### src/rtl/cache_access_controller.sv
// cache_access_controller
//
// Sequences all accesses to a fully-associative cache and shares it between two requesters.
// A round-robin arbiter picks one request at a time. The controller probes the cache, and on a
// read miss it fetches the word from main memory, fills the cache and returns the data. Writes
// are write-through: the cache is written during the lookup, then main memory is updated.
// Only one access is outstanding at a time.
//
// Ports
//   clk, rst                    clock; synchronous active-low reset
//   req_valid/ready/wr[1:0]     per-requester handshake and direction (1 = write)
//   req_addr, req_wdata         packed per-requester address / write data (requester i at i*W)
//   rsp_valid[1:0]              one-hot single-cycle response pulse to the granted requester
//   rsp_rdata, rsp_hit          read data (0 for writes) and cache-hit flag, valid with rsp_valid
//   cache_wren/addr/data        cache write strobe, lookup/write address, write data
//   cache_hit, cache_rdata      combinational cache lookup result for cache_addr
//   mem_req_valid/ready         main-memory request handshake
//   mem_wr/addr/wdata           main-memory request fields, stable while the request waits
//   mem_rsp_valid/data          main-memory read data return
module cache_access_controller #(
  parameter int unsigned ADDRESS_WIDTH = 32,
  parameter int unsigned DATA_WIDTH    = 32
) (
  input  logic                       clk,
  input  logic                       rst,
  input  logic [1:0]                 req_valid,
  output logic [1:0]                 req_ready,
  input  logic [1:0]                 req_wr,
  input  logic [2*ADDRESS_WIDTH-1:0] req_addr,
  input  logic [2*DATA_WIDTH-1:0]    req_wdata,
  output logic [1:0]                 rsp_valid,
  output logic [DATA_WIDTH-1:0]      rsp_rdata,
  output logic                       rsp_hit,
  output logic                       cache_wren,
  output logic [ADDRESS_WIDTH-1:0]   cache_addr,
  output logic [DATA_WIDTH-1:0]      cache_data,
  input  logic                       cache_hit,
  input  logic [DATA_WIDTH-1:0]      cache_rdata,
  output logic                       mem_req_valid,
  input  logic                       mem_req_ready,
  output logic                       mem_wr,
  output logic [ADDRESS_WIDTH-1:0]   mem_addr,
  output logic [DATA_WIDTH-1:0]      mem_wdata,
  input  logic                       mem_rsp_valid,
  input  logic [DATA_WIDTH-1:0]      mem_rsp_data
);

  localparam int unsigned AW = ADDRESS_WIDTH;
  localparam int unsigned DW = DATA_WIDTH;

  typedef enum logic [2:0] {
    StIdle,
    StLookup,
    StMemReq,
    StMemWait,
    StFill,
    StWrMem,
    StResp
  } state_e;

  state_e        state_q, state_d;
  logic          rr_ptr_q, rr_ptr_d;  // requester favoured when both are valid
  logic          id_q, id_d;
  logic          wr_q, wr_d;
  logic [AW-1:0] addr_q, addr_d;
  logic [DW-1:0] wdata_q, wdata_d;
  logic [DW-1:0] rdata_q, rdata_d;    // read data to return; stays 0 for writes
  logic          hit_q, hit_d;

  logic [1:0]    grant;
  logic          grant_id;

  // Round-robin winner: rr_ptr only matters when both requesters are valid.
  always_comb begin
    grant = req_valid;
    if (req_valid == 2'b11) begin
      grant = rr_ptr_q ? 2'b10 : 2'b01;
    end
    grant_id = grant[1];
  end

  always_comb begin
    state_d  = state_q;
    rr_ptr_d = rr_ptr_q;
    id_d     = id_q;
    wr_d     = wr_q;
    addr_d   = addr_q;
    wdata_d  = wdata_q;
    rdata_d  = rdata_q;
    hit_d    = hit_q;

    req_ready     = 2'b00;
    rsp_valid     = 2'b00;
    rsp_rdata     = '0;
    rsp_hit       = 1'b0;
    cache_wren    = 1'b0;
    cache_addr    = addr_q;
    cache_data    = '0;
    mem_req_valid = 1'b0;
    mem_wr        = 1'b0;
    mem_addr      = addr_q;
    mem_wdata     = wdata_q;

    unique case (state_q)
      StIdle: begin
        req_ready = grant;
        if (|grant) begin
          id_d     = grant_id;
          wr_d     = req_wr[grant_id];
          addr_d   = req_addr[grant_id*AW +: AW];
          wdata_d  = req_wdata[grant_id*DW +: DW];
          rdata_d  = '0;
          hit_d    = 1'b0;
          rr_ptr_d = ~grant_id;
          state_d  = StLookup;
        end
      end
      StLookup: begin
        if (wr_q) begin
          // Write-through: the cache allocates or overwrites the line now.
          cache_wren = 1'b1;
          cache_data = wdata_q;
          state_d    = StWrMem;
        end else if (cache_hit) begin
          rdata_d = cache_rdata;
          hit_d   = 1'b1;
          state_d = StResp;
        end else begin
          state_d = StMemReq;
        end
      end
      StMemReq: begin
        mem_req_valid = 1'b1;
        if (mem_req_ready) begin
          state_d = StMemWait;
        end
      end
      StMemWait: begin
        if (mem_rsp_valid) begin
          rdata_d = mem_rsp_data;
          state_d = StFill;
        end
      end
      StFill: begin
        cache_wren = 1'b1;
        cache_data = rdata_q;
        state_d    = StResp;
      end
      StWrMem: begin
        mem_req_valid = 1'b1;
        mem_wr        = 1'b1;
        if (mem_req_ready) begin
          state_d = StResp;
        end
      end
      StResp: begin
        rsp_valid = id_q ? 2'b10 : 2'b01;
        rsp_rdata = rdata_q;
        rsp_hit   = hit_q;
        state_d   = StIdle;
      end
      default: begin
        state_d = StIdle;
      end
    endcase

    // While reset is asserted no handshake or strobe may escape: a pending memory request is
    // dropped and no response or partial fill is issued.
    if (!rst) begin
      req_ready     = 2'b00;
      rsp_valid     = 2'b00;
      cache_wren    = 1'b0;
      mem_req_valid = 1'b0;
    end
  end

  always_ff @(posedge clk) begin
    if (!rst) begin
      state_q  <= StIdle;
      rr_ptr_q <= 1'b0;
      id_q     <= 1'b0;
      wr_q     <= 1'b0;
      addr_q   <= '0;
      wdata_q  <= '0;
      rdata_q  <= '0;
      hit_q    <= 1'b0;
    end else begin
      state_q  <= state_d;
      rr_ptr_q <= rr_ptr_d;
      id_q     <= id_d;
      wr_q     <= wr_d;
      addr_q   <= addr_d;
      wdata_q  <= wdata_d;
      rdata_q  <= rdata_d;
      hit_q    <= hit_d;
    end
  end

endmodule
### config.mk
export PLATFORM = sky130hd
export DESIGN_NAME = cache_access_controller
export DESIGN_NICKNAME = d
export VERILOG_FILES = /design/src/rtl/cache_access_controller.sv
export SDC_FILE = /design/constraint.sdc
export NUM_CORES = 1
export LEC_CHECK = 0
export CAP_MARGIN = 10
export CORE_MARGIN = 5
export CORE_UTILIZATION = 34
export DETAILED_ROUTE_END_ITERATION = 10
export MAX_ROUTING_LAYER = met4
export PLACE_DENSITY = 0.74
export SYNTH_ARGS = -nofsm -noshare
export SYNTH_HDL_FRONTEND = slang
export SYNTH_SLANG_ARGS = --single-unit
### constraint.sdc
create_clock -name clk -period 1.7 [get_ports clk]
set_input_delay 0.34 -clock clk [delete_from_list [all_inputs] [get_ports clk]]
set_output_delay 0.34 -clock clk [all_outputs]
set_load 0.02 [all_outputs]
Word-level counts from Yosys, hierarchy flattened
Index checks and enable logic that the tools add are counted.
{"block": "word_totals", "ff_bits": 103, "in_bits": 201, "out_inout_bits": 168, "word_cells": 69}
{"block": "classes", "magnitude_cmp": 1, "n_eq_ne": 13, "n_shift": 2, "muxes": 35, "n_bitwise": 1, "n_reduce_logical": 9}
{"op": "$mux 32", "count": 6}
{"op": "$shiftx 64x7->32", "count": 2}
{"op": "$pmux 32 s3", "count": 1}
{"op": "$pmux 32 s2", "count": 1}
{"op": "$mux 3", "count": 6}
{"op": "$pmux 3 s6", "count": 1}
{"op": "$mux 2", "count": 7}
{"op": "$ne 2x2->1 const B", "count": 6}
{"op": "$mux 1", "count": 11}
{"op": "$eq 3x3->1 const B", "count": 3}
{"op": "$reduce_and 4->1", "count": 2}
{"op": "$eq 3x2->1 const B", "count": 2}
{"op": "$reduce_and 5->1", "count": 1}
{"op": "$pmux 1 s2", "count": 2}
{"op": "$reduce_or 2->1", "count": 2}
{"op": "$eq 3x1->1 const B", "count": 1}
{"op": "$logic_not 3->1", "count": 1}
{"op": "$reduce_bool 3->1", "count": 1}
{"op": "$eq 2x2->1 const B", "count": 1}
{"op": "$lt 1x2->1 const B", "count": 1}
{"op": "$reduce_and 2->1", "count": 1}
{"op": "$reduce_bool 2->1", "count": 1}
{"op": "$not 1->1", "count": 1}

Depth between registers and ports, before layout
Gate-level depths: netlist of the first run.
{"block": "depth", "depth_word": 5, "ltp_mapped": 7}

Worst setup path before layout of the first run
Ideal clock, no wire load.
{"block": "synth_timing", "kind": "register to output", "start": "reg state_q[1]", "end": "out rsp_valid[0]", "t_arrival_ns": 1.508, "t_required_ns": 1.360, "slack_ns": -0.148, "stages_incl_launch_ff": 8, "cell_sequence": "dfxtp_1 buf_2 buf_2 and3b_1 buf_2 clkbuf_1 nand2_1 nor2_1"}
{"block": "synth_between", "elab_chain_len": 3}
{"item": "start: declaration", "line_no": "61", "source": "state_e state_q, state_d;"}
{"item": "start signal: assignment", "line_no": "179", "source": "state_q <= StIdle;"}
{"item": "start signal: assignment", "line_no": "188", "source": "state_q <= state_d;"}
{"item": "$eq 3x3->1", "line_no": "104", "source": "unique case (state_q)"}
{"item": "$mux 2", "line_no": "104"}
{"item": "$mux 2", "line_no": "169", "source": "if (!rst) begin"}
{"item": "end: declaration", "line_no": "31", "source": "output logic [1:0] rsp_valid,"}
Every way passes these cells.

Final worst setup path of the first run
{"block": "layout_timing", "start": "reg state_q[1]", "end": "out cache_data[6]"}
{"block": "layout_between", "elab_chain_len": 2}
{"item": "$eq 3x3->1 or $eq 3x1->1 (tied branches)", "line_no": "104"}
{"item": "$pmux 32 s2 *", "line_no": "104"}
{"item": "end: declaration", "line_no": "36", "source": "output logic [DATA_WIDTH-1:0] cache_data,"}
Every way passes the cells marked *; elsewhere a longest branch is shown, timed or not.

==> reports/metrics.yaml, run 1 <==
power:
  power_frac_clock_pct: 14.7
  cellInternalPower_mw: 8.972
  p_comb_share_pct: 59.0
  powerDensity_nw_per_um2: 1343
  p_seq_share_pct: 26.3
  p_switching_mw: 6.471
  switching_share_pct: 41.90
  vdd_drop_max_uv: 862.6
  leakage_nw: 5.226
clocking:
  cts_max_level: 3
  cts_root_buf: "clkbuf_16"
  hold_buffers: 0
  clock_latency_ns: 0.35
  path_clk_slew_ns: 0.07
  numCtsBuffers: 9
  cts.sinks: 103
  cts_buffer_depth: 2
  cts_tree: "yes"
yosys:
  yosysTopAreaCellShare_pct: 33.93
  synth_edf_count: 0
  avgSynthCellArea_um2: 9.070
  netlist_instances: 670
  synth-compound-area-share_pct: 32.55
  ys_top_cells_by_area: "dfxtp_1 34%, a221o_1 7.9%, o211ai_1 7.9%"
  synthAdderAreaFrac_pct: 0
  synthSimpleGateAreaFrac_pct: 16.94
  synth_top_area_cell: "dfxtp_1"
  netlist_top_cells_count: "103 x dfxtp_1, 64 x o211ai_1, 52 x clkbuf_1, 49 x and3_1, 48 x a221o_1"
  synthDistinctLibCells: 46
  ys_seq_elements: 103
  yosysWarnings: 0
  yosysMostFrequentCell: "dfxtp_1"
  synth_area_um2: 6077
  ys_seq_area_share_pct: 33.93
  syn_nets: 871
  synthXorXnorAreaFrac_pct: 0
  synth_top_family_by_area: "compound AO/OA/AOI/OAI gates"
  synthMuxAreaShare_pct: 5.930
  synthArstFlopShare_pct: 0
  synth_ff_type: "dfxtp_1"
routing:
  wl_per_cell_um: 23.45
  drc: 0
  drt-total-wl_um: 29620
  dr_total_vias: 7426
  detail-route-antenna-nets: 0
  drtPass1Iterations: 5
  drtIter0Drc: 544
  vias_per_cell: 5.880
global_route:
  grt_max_degree: 35
  track_usage_pct: 25.93
  grt.overflow.total: 0
  antenna_found_initial: 1
  grt_pass1_wl_um: 40680
  grt_pass1_vias: 7045
setup_path:
  cp.required_ns: 1.36
  critPathTopFamily: "buffers and inverters"
  endpoint: "cache_data[6]"
  worst-path-stages: 6
  crit_top_cell: "buf_6"
  cp_cell_sequence: "nand2b_4 -> nor2_4 -> buf_6 -> clkbuf_16 -> a22o_1 -> buf_6"
  crit_fanout: 8
  critical_path.startpoint: "state_q[1]"
  rr_worst_depth: 8
  timing.rr.start: "state_q[0]"
  cp-start-kind: "flop"
  slowest_stage: "dfxtp_4"
  arrival_ns: 1.62
  cpPeakStageDelay_ns: 0.36
  reg2reg_to: "cache_addr[9]"
  worstSetupEndpointType: "primary output"
  path_class: "reg -> out"
  reg2reg_slack_ns: -0.08
  critPathBufInv: 3
floorplan:
  io_pins: 369
  core.rowCount: 48
  die_h_um: 143.7
  core_area_um2: 17420
  initial_core_util_pct: 34.89
  die_area_um2: 20650
  die_w_um: 143.7
status:
  status: "finished with violations"
  violations: "negative setup slack"
timing:
  max_slew_margin_pct: 77.37
  fin_ws_ns: -0.2631
  finalCritPeriodShare_pct: 115.5
  hold_ws_ns: 0.5084
  maxSlewViolCount: 0
  setup_violations: 121
  hold_violations: 0
  clock_skew_ns: 0.01105
  layout_min_cycle_time_ns: 1.963
  rsz0062_at_grt: "true"
  fin_setup_tns_ns: -15.11
  worst_slew_pin_slew_ns: 0.3364
  max_freq_mhz: 509.4
layout:
  multi_input_area_um2: 3652
  fin_area_um2: 11490
  syn2layout_area_growth_pct: 89.15
  drive_gt1_share_pct: 28.35
  nFillCells: 1376
  final_nets: 1235
  fin_cells: 1263
  seqCellArea_um2: 2074
placed_design:
  place_area_um2: 10070
  place.detailed.hpwl_um: 20280
  place_congestion: 0.8895
  portBuffers: 368
  dpl.cell_count: 1195
worst_hold_path:
  hp-class: "reg -> reg"
run:
  drv_cap: 0
per-layer routing:
layer	GRT usage [%]	wire length, um	vias to the layer above
li1	-	-	3352
met1	32.95	11800	3631
met2	41.96	14870	388
met3	5.058	2247	55
met4	7.681	706	0
met5	-	0	-
worst register-to-register path, stage by stage, from the launching register on:
cell and delay, ns:
dfxtp_4 0.37, buf_6 0.13, buf_8 0.12, nor4b_4 0.33
buf_4 0.18, buf_12 0.13, buf_12 0.15, and3_4 0.19
a221o_1 0.12
how the worst min path moves through the flow:
| stage | from | endpoint | slack, ns | depth (start not counted) |
|---|---|---|---|---|
| floorplan | hit_q | hit_q | 0.45 | 2 |
| global placement | hit_q | hit_q | 0.47 | 2 |
| detailed placement | hit_q | hit_q | 0.49 | 2 |
| CTS | hit_q | hit_q | 0.50 | 2 |
| global route | cache_addr[12] | cache_addr[12] | 0.54 | 1 |
| finish | hit_q | hit_q | 0.51 | 2 |
power by group through the flow:
stage | sequential [mW] | combinational (mW) | clock [mW]
after CTS | 4.03 | 7.96 | 2.29
after global placement | 4.04 | 7.59 | 0
after floorplan | 4.39 | 3.89 | 0
after global routing | 4.14 | 9.55 | 2.40
after detailed placement | 4.04 | 7.70 | 0
final | 4.06 | 9.11 | 2.27
stage by stage:
step	util (%)	setup WS [ns]	power (mW)
floorplan	-	-0.03126	8.283
global placement	57.82	-0.7068	11.64
detailed placement	57.82	-0.7248	11.74
CTS	61.36	-0.3234	14.28
global route	66.00	-0.3314	16.08
finish	66.00	-0.2631	15.44
layout by cell type (no fill, tap or decap), drive strengths merged, types with 2 or more instances in the layout:
cell type and count:
bufinv 2, a221o 48, dlymetal6s2s 30, and2 36, buf 164, o2111ai 32, or2 5, nand3b 17
nor2b 2, nand3 32, clkdlybuf4s50 201, o211ai 64, and3 49, nor3 4, dlygate4sd2 64, a311oi 18
clkbuf 24, o21a 2, inv 3, mux2 32, a21oi 22, dfxtp 103, o21ai 20, nor3b 2
a22o 32, nand2 4, and3b 3, nor4b 3, nor2 7
sequential cells by signal, indices dropped and copies added (netlist names):
register    count
rdata_q        32
hit_q           1
cache_addr     32
state_q         3
rr_ptr_q        1
id_q            1
wr_q            1
mem_wdata      32
kinds of logic (layout without fill, tap and decap cells):
family,Yosys count,after routing
and+or+nand+nor,164,167
other,0,1
AOI/OAI and AO/OA,246,246
DFF,103,103
muxes,32,32
buffers and inverters,125,489
layout make-up:
cell class                 count  area share (%)
sequential                   103           18.05
antenna                        1         0.02177
clock inverter                 3          0.5987
inverter                       3         0.09796
tap                          225           2.449
clock buffer                  11           2.112
timing repair buffer         472           44.90
multi-input combinational    445           31.77
repair_timing:
action / CTS / global route
gates resized for setup: 506 / 141
endpoints found under the setup margin: 219 / 195
buffers inserted: 21 / 18
pin swaps: 18 / 84
cloned: 5 / 16
No activity file was read; power rests on OpenSTA's default activity.
==> run 2, diff against run 1 <==
--- a/config.mk
+++ b/config.mk
@@ -5,6 +5,7 @@
 export SDC_FILE = /design/constraint.sdc
 export NUM_CORES = 1
 export LEC_CHECK = 0
+export ABC_CLOCK_PERIOD_IN_PS = 1700
 export CAP_MARGIN = 10
 export CORE_MARGIN = 5
 export CORE_UTILIZATION = 34
==> results of run 2 <==
Final layout, timing and power as in run 1 (identical DEF).
